## config.mk

```make
export PLATFORM = sky130hd
export DESIGN_NAME = wb_rr_arbiter_flat
export DESIGN_NICKNAME = d
export VERILOG_FILES = /design/src/rtl/wb_rr_arbiter_if.sv /design/src/rtl/wb_rr_arbiter.sv /design/src/flat_wrapper.sv
export SDC_FILE = /design/constraint.sdc
export NUM_CORES = 1
export LEC_CHECK = 0
export CAP_MARGIN = 10
export CORE_AREA = 2 2 138 140
export DETAILED_ROUTE_END_ITERATION = 10
export DIE_AREA = 0 0 140 142
export PLACE_DENSITY = 0.51
export SLEW_MARGIN = 20
export SYNTH_ARGS = -nofsm -noshare
export SYNTH_HDL_FRONTEND = slang
export SYNTH_SLANG_ARGS = --single-unit
export TNS_END_PERCENT = 30
```

## constraint.sdc

```tcl
create_clock -name sys_clk -period 3.2 [get_ports sys_clk]
set_input_delay 0.48 -clock sys_clk [delete_from_list [all_inputs] [get_ports sys_clk]]
set_output_delay 0.48 -clock sys_clk [all_outputs]
set_load 0.005 [all_outputs]
```

## src/rtl/wb_rr_arbiter_if.sv

```systemverilog
// Wishbone bus bundle for the round-robin arbiter.
// A single definition serves both sides of the arbiter:
// - Master side: instantiate with NUM_MASTERS set to the number of requesters.
// - Slave side: instantiate with NUM_MASTERS set to 1.
// The arbiter connects to the master side through the slave modport, and to the
// shared slave through the master modport.
interface wb_rr_arbiter_if #(
  parameter int unsigned NUM_MASTERS = 2,
  parameter int unsigned ADDR_WIDTH  = 32,
  parameter int unsigned DATA_WIDTH  = 32
);
  logic [NUM_MASTERS-1:0]              cyc;
  logic [NUM_MASTERS-1:0]              stb;
  logic [NUM_MASTERS-1:0]              we;
  logic [NUM_MASTERS*ADDR_WIDTH-1:0]   adr;
  logic [NUM_MASTERS*DATA_WIDTH-1:0]   mosi;
  logic [NUM_MASTERS*DATA_WIDTH/8-1:0] sel;
  logic [DATA_WIDTH-1:0]               miso;
  logic [NUM_MASTERS-1:0]              ack;
  logic [NUM_MASTERS-1:0]              err;

  modport master (
    output cyc, stb, we, adr, mosi, sel,
    input  miso, ack, err
  );

  modport slave (
    input  cyc, stb, we, adr, mosi, sel,
    output miso, ack, err
  );
endinterface

```

## src/rtl/wb_rr_arbiter.sv

```systemverilog
// Round-robin Wishbone arbiter: shares one slave among NUM_MASTERS masters.
// Behaviour:
// - A grant is held for the whole cyc period of the granted master.
// - The slave response is routed only to the granted master.
// - A strobe left unanswered for TIMEOUT cycles is terminated locally with err.
module wb_rr_arbiter #(
  parameter int unsigned NUM_MASTERS = 2,
  parameter int unsigned ADDR_WIDTH  = 32,
  parameter int unsigned DATA_WIDTH  = 32,
  parameter int unsigned TIMEOUT     = 255
) (
  input logic           sys_clk,
  input logic           sys_rst,
  wb_rr_arbiter_if.slave  m_bus,
  wb_rr_arbiter_if.master s_bus
);

  localparam int unsigned SelWidth = DATA_WIDTH / 8;
  localparam int unsigned IdxW     = (NUM_MASTERS > 1) ? $clog2(NUM_MASTERS) : 1;
  localparam logic [15:0] CntLimit = 16'(TIMEOUT - 1);

  typedef enum logic {StIdle, StGranted} state_e;

  state_e          r_state;
  logic [IdxW-1:0] r_grant;
  logic [IdxW-1:0] r_last;
  logic [15:0]     r_cnt;

  logic            w_found;
  logic [IdxW-1:0] w_next;
  int unsigned     w_idx;
  logic            w_stb_raw;
  logic            w_timeout;

  // Strobe of the granted master, and the local timeout pulse (an ack or err wins).
  assign w_stb_raw = (r_state == StGranted) & m_bus.stb[r_grant];
  assign w_timeout = w_stb_raw & ~s_bus.ack[0] & ~s_bus.err[0] & (r_cnt == CntLimit);

  // Pick the first requester scanning upward from last+1, wrapping.
  always_comb begin
    w_found = 1'b0;
    w_next  = r_last;
    w_idx   = 0;
    for (int unsigned k = 1; k <= NUM_MASTERS; k++) begin
      w_idx = (32'(r_last) + k) % NUM_MASTERS;
      if (!w_found && m_bus.cyc[w_idx]) begin
        w_found = 1'b1;
        w_next  = IdxW'(w_idx);
      end
    end
  end

  // Bus routing: zeros while idle, slice of the granted master otherwise.
  always_comb begin
    s_bus.cyc  = '0;
    s_bus.stb  = '0;
    s_bus.we   = '0;
    s_bus.adr  = '0;
    s_bus.mosi = '0;
    s_bus.sel  = '0;
    m_bus.ack  = '0;
    m_bus.err  = '0;
    m_bus.miso = s_bus.miso;
    if (r_state == StGranted) begin
      s_bus.cyc[0]         = m_bus.cyc[r_grant];
      s_bus.stb[0]         = w_stb_raw & ~w_timeout;
      s_bus.we[0]          = m_bus.we[r_grant];
      s_bus.adr            = m_bus.adr[r_grant*ADDR_WIDTH +: ADDR_WIDTH];
      s_bus.mosi           = m_bus.mosi[r_grant*DATA_WIDTH +: DATA_WIDTH];
      s_bus.sel            = m_bus.sel[r_grant*SelWidth +: SelWidth];
      m_bus.ack[r_grant]   = s_bus.ack[0];
      m_bus.err[r_grant]   = s_bus.err[0] | w_timeout;
    end
  end

  // Grant FSM, round-robin pointer and timeout counter.
  always_ff @(posedge sys_clk or posedge sys_rst) begin
    if (sys_rst) begin
      r_state <= StIdle;
      r_grant <= '0;
      r_last  <= IdxW'(NUM_MASTERS - 1);
      r_cnt   <= '0;
    end else begin
      unique case (r_state)
        StIdle: begin
          r_cnt <= '0;
          if (w_found) begin
            r_grant <= w_next;
            r_state <= StGranted;
          end
        end
        StGranted: begin
          if (!w_stb_raw || s_bus.ack[0] || s_bus.err[0] || w_timeout) begin
            r_cnt <= '0;
          end else begin
            r_cnt <= r_cnt + 16'd1;
          end
          // Pointer moves on release so the releasing master goes to the back.
          if (!m_bus.cyc[r_grant]) begin
            r_last  <= r_grant;
            r_state <= StIdle;
          end
        end
        default: r_state <= StIdle;
      endcase
    end
  end

endmodule
```

## src/flat_wrapper.sv

```systemverilog
// flat-port wrapper written by rule: the top's interface ports become plain ports
module wb_rr_arbiter_flat 
#(
  parameter int unsigned NUM_MASTERS = 2,
  parameter int unsigned ADDR_WIDTH  = 32,
  parameter int unsigned DATA_WIDTH  = 32,
  parameter int unsigned TIMEOUT     = 255
)
  (sys_clk, sys_rst, m_bus_cyc, m_bus_stb, m_bus_we, m_bus_adr, m_bus_mosi, m_bus_sel, m_bus_miso, m_bus_ack, m_bus_err, s_bus_cyc, s_bus_stb, s_bus_we, s_bus_adr, s_bus_mosi, s_bus_sel, s_bus_miso, s_bus_ack, s_bus_err);
  wb_rr_arbiter_if #(.NUM_MASTERS(NUM_MASTERS), .ADDR_WIDTH(ADDR_WIDTH), .DATA_WIDTH(DATA_WIDTH)) m_bus_i ();
  wb_rr_arbiter_if #(.NUM_MASTERS(NUM_MASTERS), .ADDR_WIDTH(ADDR_WIDTH), .DATA_WIDTH(DATA_WIDTH)) s_bus_i ();
  input logic sys_clk;
  input logic sys_rst;
  input wire logic [$bits(m_bus_i.cyc)-1:0] m_bus_cyc;
  input wire logic [$bits(m_bus_i.stb)-1:0] m_bus_stb;
  input wire logic [$bits(m_bus_i.we)-1:0] m_bus_we;
  input wire logic [$bits(m_bus_i.adr)-1:0] m_bus_adr;
  input wire logic [$bits(m_bus_i.mosi)-1:0] m_bus_mosi;
  input wire logic [$bits(m_bus_i.sel)-1:0] m_bus_sel;
  output wire logic [$bits(m_bus_i.miso)-1:0] m_bus_miso;
  output wire logic [$bits(m_bus_i.ack)-1:0] m_bus_ack;
  output wire logic [$bits(m_bus_i.err)-1:0] m_bus_err;
  output wire logic [$bits(s_bus_i.cyc)-1:0] s_bus_cyc;
  output wire logic [$bits(s_bus_i.stb)-1:0] s_bus_stb;
  output wire logic [$bits(s_bus_i.we)-1:0] s_bus_we;
  output wire logic [$bits(s_bus_i.adr)-1:0] s_bus_adr;
  output wire logic [$bits(s_bus_i.mosi)-1:0] s_bus_mosi;
  output wire logic [$bits(s_bus_i.sel)-1:0] s_bus_sel;
  input wire logic [$bits(s_bus_i.miso)-1:0] s_bus_miso;
  input wire logic [$bits(s_bus_i.ack)-1:0] s_bus_ack;
  input wire logic [$bits(s_bus_i.err)-1:0] s_bus_err;
  assign m_bus_i.cyc = m_bus_cyc;
  assign m_bus_i.stb = m_bus_stb;
  assign m_bus_i.we = m_bus_we;
  assign m_bus_i.adr = m_bus_adr;
  assign m_bus_i.mosi = m_bus_mosi;
  assign m_bus_i.sel = m_bus_sel;
  assign m_bus_miso = m_bus_i.miso;
  assign m_bus_ack = m_bus_i.ack;
  assign m_bus_err = m_bus_i.err;
  assign s_bus_cyc = s_bus_i.cyc;
  assign s_bus_stb = s_bus_i.stb;
  assign s_bus_we = s_bus_i.we;
  assign s_bus_adr = s_bus_i.adr;
  assign s_bus_mosi = s_bus_i.mosi;
  assign s_bus_sel = s_bus_i.sel;
  assign s_bus_i.miso = s_bus_miso;
  assign s_bus_i.ack = s_bus_ack;
  assign s_bus_i.err = s_bus_err;
  wb_rr_arbiter #(.NUM_MASTERS(NUM_MASTERS), .ADDR_WIDTH(ADDR_WIDTH), .DATA_WIDTH(DATA_WIDTH), .TIMEOUT(TIMEOUT)) u_core (.sys_clk(sys_clk), .sys_rst(sys_rst), .m_bus(m_bus_i), .s_bus(s_bus_i));
endmodule
```

==> results of run 1 <==
[cell families after synthesis]
| group | share of synthesized area, % |
|---|---|
| other | 0.134 |
| XOR/XNOR | 4.38 |
| AO/OA/AOI/OAI | 1.25 |
| buffers and inverters | 31.5 |
| multiplexers | 25.4 |
| AND/OR/NAND/NOR | 19.4 |
| flip-flops | 17.0 |
| adder cells (fa/ha/maj) | 0.893 |
[metal layers]
metal  global-route usage (%)  share of wire [%]  vias to the layer above
li1                         -                  -                     1374
met1                     12.8                 41                     1244
met2                     15.7                 47                      142
met3                     3.36                 10                       17
met4                     2.66                1.7                        0
met5                        0                  0                        -
[where the power goes]
group          leakage (nW)  internal [mW]  switching [mW]
Sequential            0.256          0.264          0.0169
Combinational          1.72          0.874           0.637
Clock                0.0409          0.168          0.0952
Total                  2.02           1.31           0.749
[through the flow]
stage | instance area (um2) | worst slack (ns) | util, % | power [mW] | std cells
floorplan | 3070 | 1.08 | - | 1.07 | 437
global placement | 4750 | 0.305 | 25.7 | 1.84 | 772
detailed placement | 4750 | 0.302 | 25.7 | 1.83 | 772
CTS | 4830 | 0.00666 | 26.2 | 2.10 | 776
global route | 4840 | 0.00125 | 26.2 | 2.20 | 776
finish | 4840 | 0.148 | 26.2 | 2.05 | 776
[synthesized netlist by cell type (all sizes together)]
cell,count
nor2,93
mux2,1
o21ai,2
dfstp,1
or4b,1
and3,1
xor2,1
nor3,4
ha,2
nor4,5
conb,1
nand2b,1
nand2,8
nor4b,1
nor3b,1
nand4,5
xnor2,13
nand4bb,1
or3,1
nand3,4
buf,113
a21oi,3
clkbuf,9
dfrtp,18
inv,6
mux2i,70
a32o,1
[critical path: stages, from the launching register on]
cell	delay, ns
dfrtp_1	0.42
inv_1	0.08
ha_1	0.14
or4b_1	0.49
nor4_4	0.33
a21oi_1	0.14
nor2_2	0.20
clkdlybuf4s50_1	0.53
[final cells by class]
| class | count | area [um2] | area share, % |
|---|---|---|---|
| tap | 234 | 293 | 6.05 |
| clock buffer | 3 | 75.1 | 1.55 |
| inverter | 6 | 22.5 | 0.465 |
| sequential | 19 | 480 | 9.92 |
| timing repair buffer | 223 | 2250 | 46.5 |
| multi-input combinational | 290 | 1720 | 35.5 |
| clock inverter | 1 | 5.00 | 0.103 |
[repair_timing]
| action | CTS | global route |
|---|---|---|
| hold buffers | 0 | 0 |
| endpoints found under the setup margin | 0 | 2 |
| hold endpoints to repair | 0 | 0 |
| resized for setup | 0 | 2 |
| setup buffers | 0 | 0 |
[worst paths after layout]
check	end	slack, ns	cells after the start
min reg2reg	u_core.r_last$_DFFE_PP1P_	0.49	2
min in group asynchronous	u_core.r_cnt[3]$_DFF_PP0_	0.66	2
max	m_bus_err[1]	0.15	7
min	u_core.r_last$_DFFE_PP1P_	0.49	2
max reg2reg	u_core.r_cnt[2]$_DFF_PP0_	0.93	6
max in group asynchronous	u_core.r_grant$_DFFE_PP0P_	1.98	2
[state kept, by name (all words and copies together), names as in the netlist]
name,cells
u_core.r_state,1
u_core.r_last,1
u_core.r_grant,1
u_core.r_cnt,16
==> results_dict.tcl, run 1 <==
set metrics [dict create \
    status "finished, violations left" \
    failed_checks "design-rule violations" \
    clkLatencyLatePin_ns 0.26 \
    final_layout_size_suffix_gt1_share_pct 2.40 \
    synth_seq_area_share_pct 17.0 \
    worst_slew_pin_slew_ns 0.755 \
    syn-mean-instance-area_um2 7.64 \
    start_kind "register" \
    timing.critical_path.from "u_core.r_cnt[0]$_DFF_PP0_" \
    tritoncts_clock_tree "done" \
    netlist_instances 367 \
    post-route-period-util_pct 95.4 \
    routed_wire_length_per_instance_um 14.0 \
    clock-sinks 19 \
    grt_start_max_net_pins 77 \
    worstReg2RegStart "u_core.r_cnt[0]$_DFF_PP0_" \
    leakagePower_nw 2.02 \
    fp.dieArea_mm2 0.0199 \
    std_cell_rows 50 \
    top_level_ports 358 \
    routed_via_density 3.58 \
    unrepaired_setup_endpoints_after_global_routing "false" \
    min_period_ns 3.05 \
    gr-usage-all-layers_pct 9.86 \
    crit_path_end_kind "primary output" \
    initial_core_utilization_pct 15.2 \
    critPathArrivalTime_ns 2.57 \
    total_routed_wirelength_um 10900 \
    hold_path_class "register to register" \
    max_clock_freq_mhz 328 \
    syn-cell-area_mm2 0.00280 \
    num_antenna_cells 0 \
    syn_to_layout_area_delta_pct 72.8 \
    most_common_library_cell_in_the_layout_ignoring_fill_and_taps "clkdlybuf4s50_1" \
    synth_largest_type_area_fraction_pct 27.9 \
    grt_pass1_wl_um 15400 \
    final_hold_slack_ns 0.488 \
    clock-skew-final_ns 0.00184 \
    detail_route.first_pass.iterations 7 \
    critical_path_class "register to primary output" \
    antenna_found_initial 0 \
    placeable_core_region_mm2 0.0185 \
    root_buffer "clkbuf_16" \
    worst_endpoint_required_time_ns 2.72 \
    yosysWarnings 0 \
    placer_s_final_routability_congestion_estimate 0.688 \
    num-fill-cells 2013 \
    power_density_over_the_cells_mw_per_mm2 424 \
    timing.max_cap.violations 0 \
    clk_transition_reported_paths_ns 0.06 \
    synth_seq_cells 19 \
    total_setup_violations_reported_at_the_end_of_the_flow 0 \
    via_count_of_the_first_global_routing_pass 2603 \
    netlist_top_cells_area "buf_4 (28%), mux2i_1 (25%), dfrtp_1 (16%)" \
    die_height_um 142 \
    hold_violations 0 \
    antenna_violating_nets_post_route 0 \
    drv_slew 0 \
    worstHoldStart "u_core.r_last$_DFFE_PP1P_" \
    final_cell_mix "clkdlybuf4s50_1 (220), nor2_1 (92), conb_1 (71), mux2i_1 (70), dfrtp_1 (17)" \
    place_hpwl_um 8680 \
    drc 25 \
    nets 725 \
    vias 2777 \
    cts.path.max_buffers 2 \
    critical_path_peak_fanout 5 \
    synth.lib_cells_used.distinct 31 \
    vdd.ir_drop.worst_uv 287 \
    htreeDepth 1 \
    timing.max_slew.rel_slack_pct 49.6 \
    final.setup.tns_ns 0 \
    post-synth-top-area-cell "buf_4" \
    grt_remaining_overflow 0 \
    chipWidth_um 140 \
    drtIter0Drc 120 \
    number_of_buffers_inserted_during_clock_tree_synthesis 3 \
    io_buffers 220 \
]
Note: power is estimated with default switching activity, not from simulation.
==> run 2: changes to the inputs <==
--- a/config.mk
+++ b/config.mk
@@ -5,7 +5,7 @@
 export SDC_FILE = /design/constraint.sdc
 export NUM_CORES = 1
 export LEC_CHECK = 0
-export CAP_MARGIN = 10
+export CAP_MARGIN = 5
 export CORE_AREA = 2 2 138 140
 export DETAILED_ROUTE_END_ITERATION = 10
 export DIE_AREA = 0 0 140 142
==> results of run 2 <==
No change in the layout: final DEF, timing and power equal those of run 1.
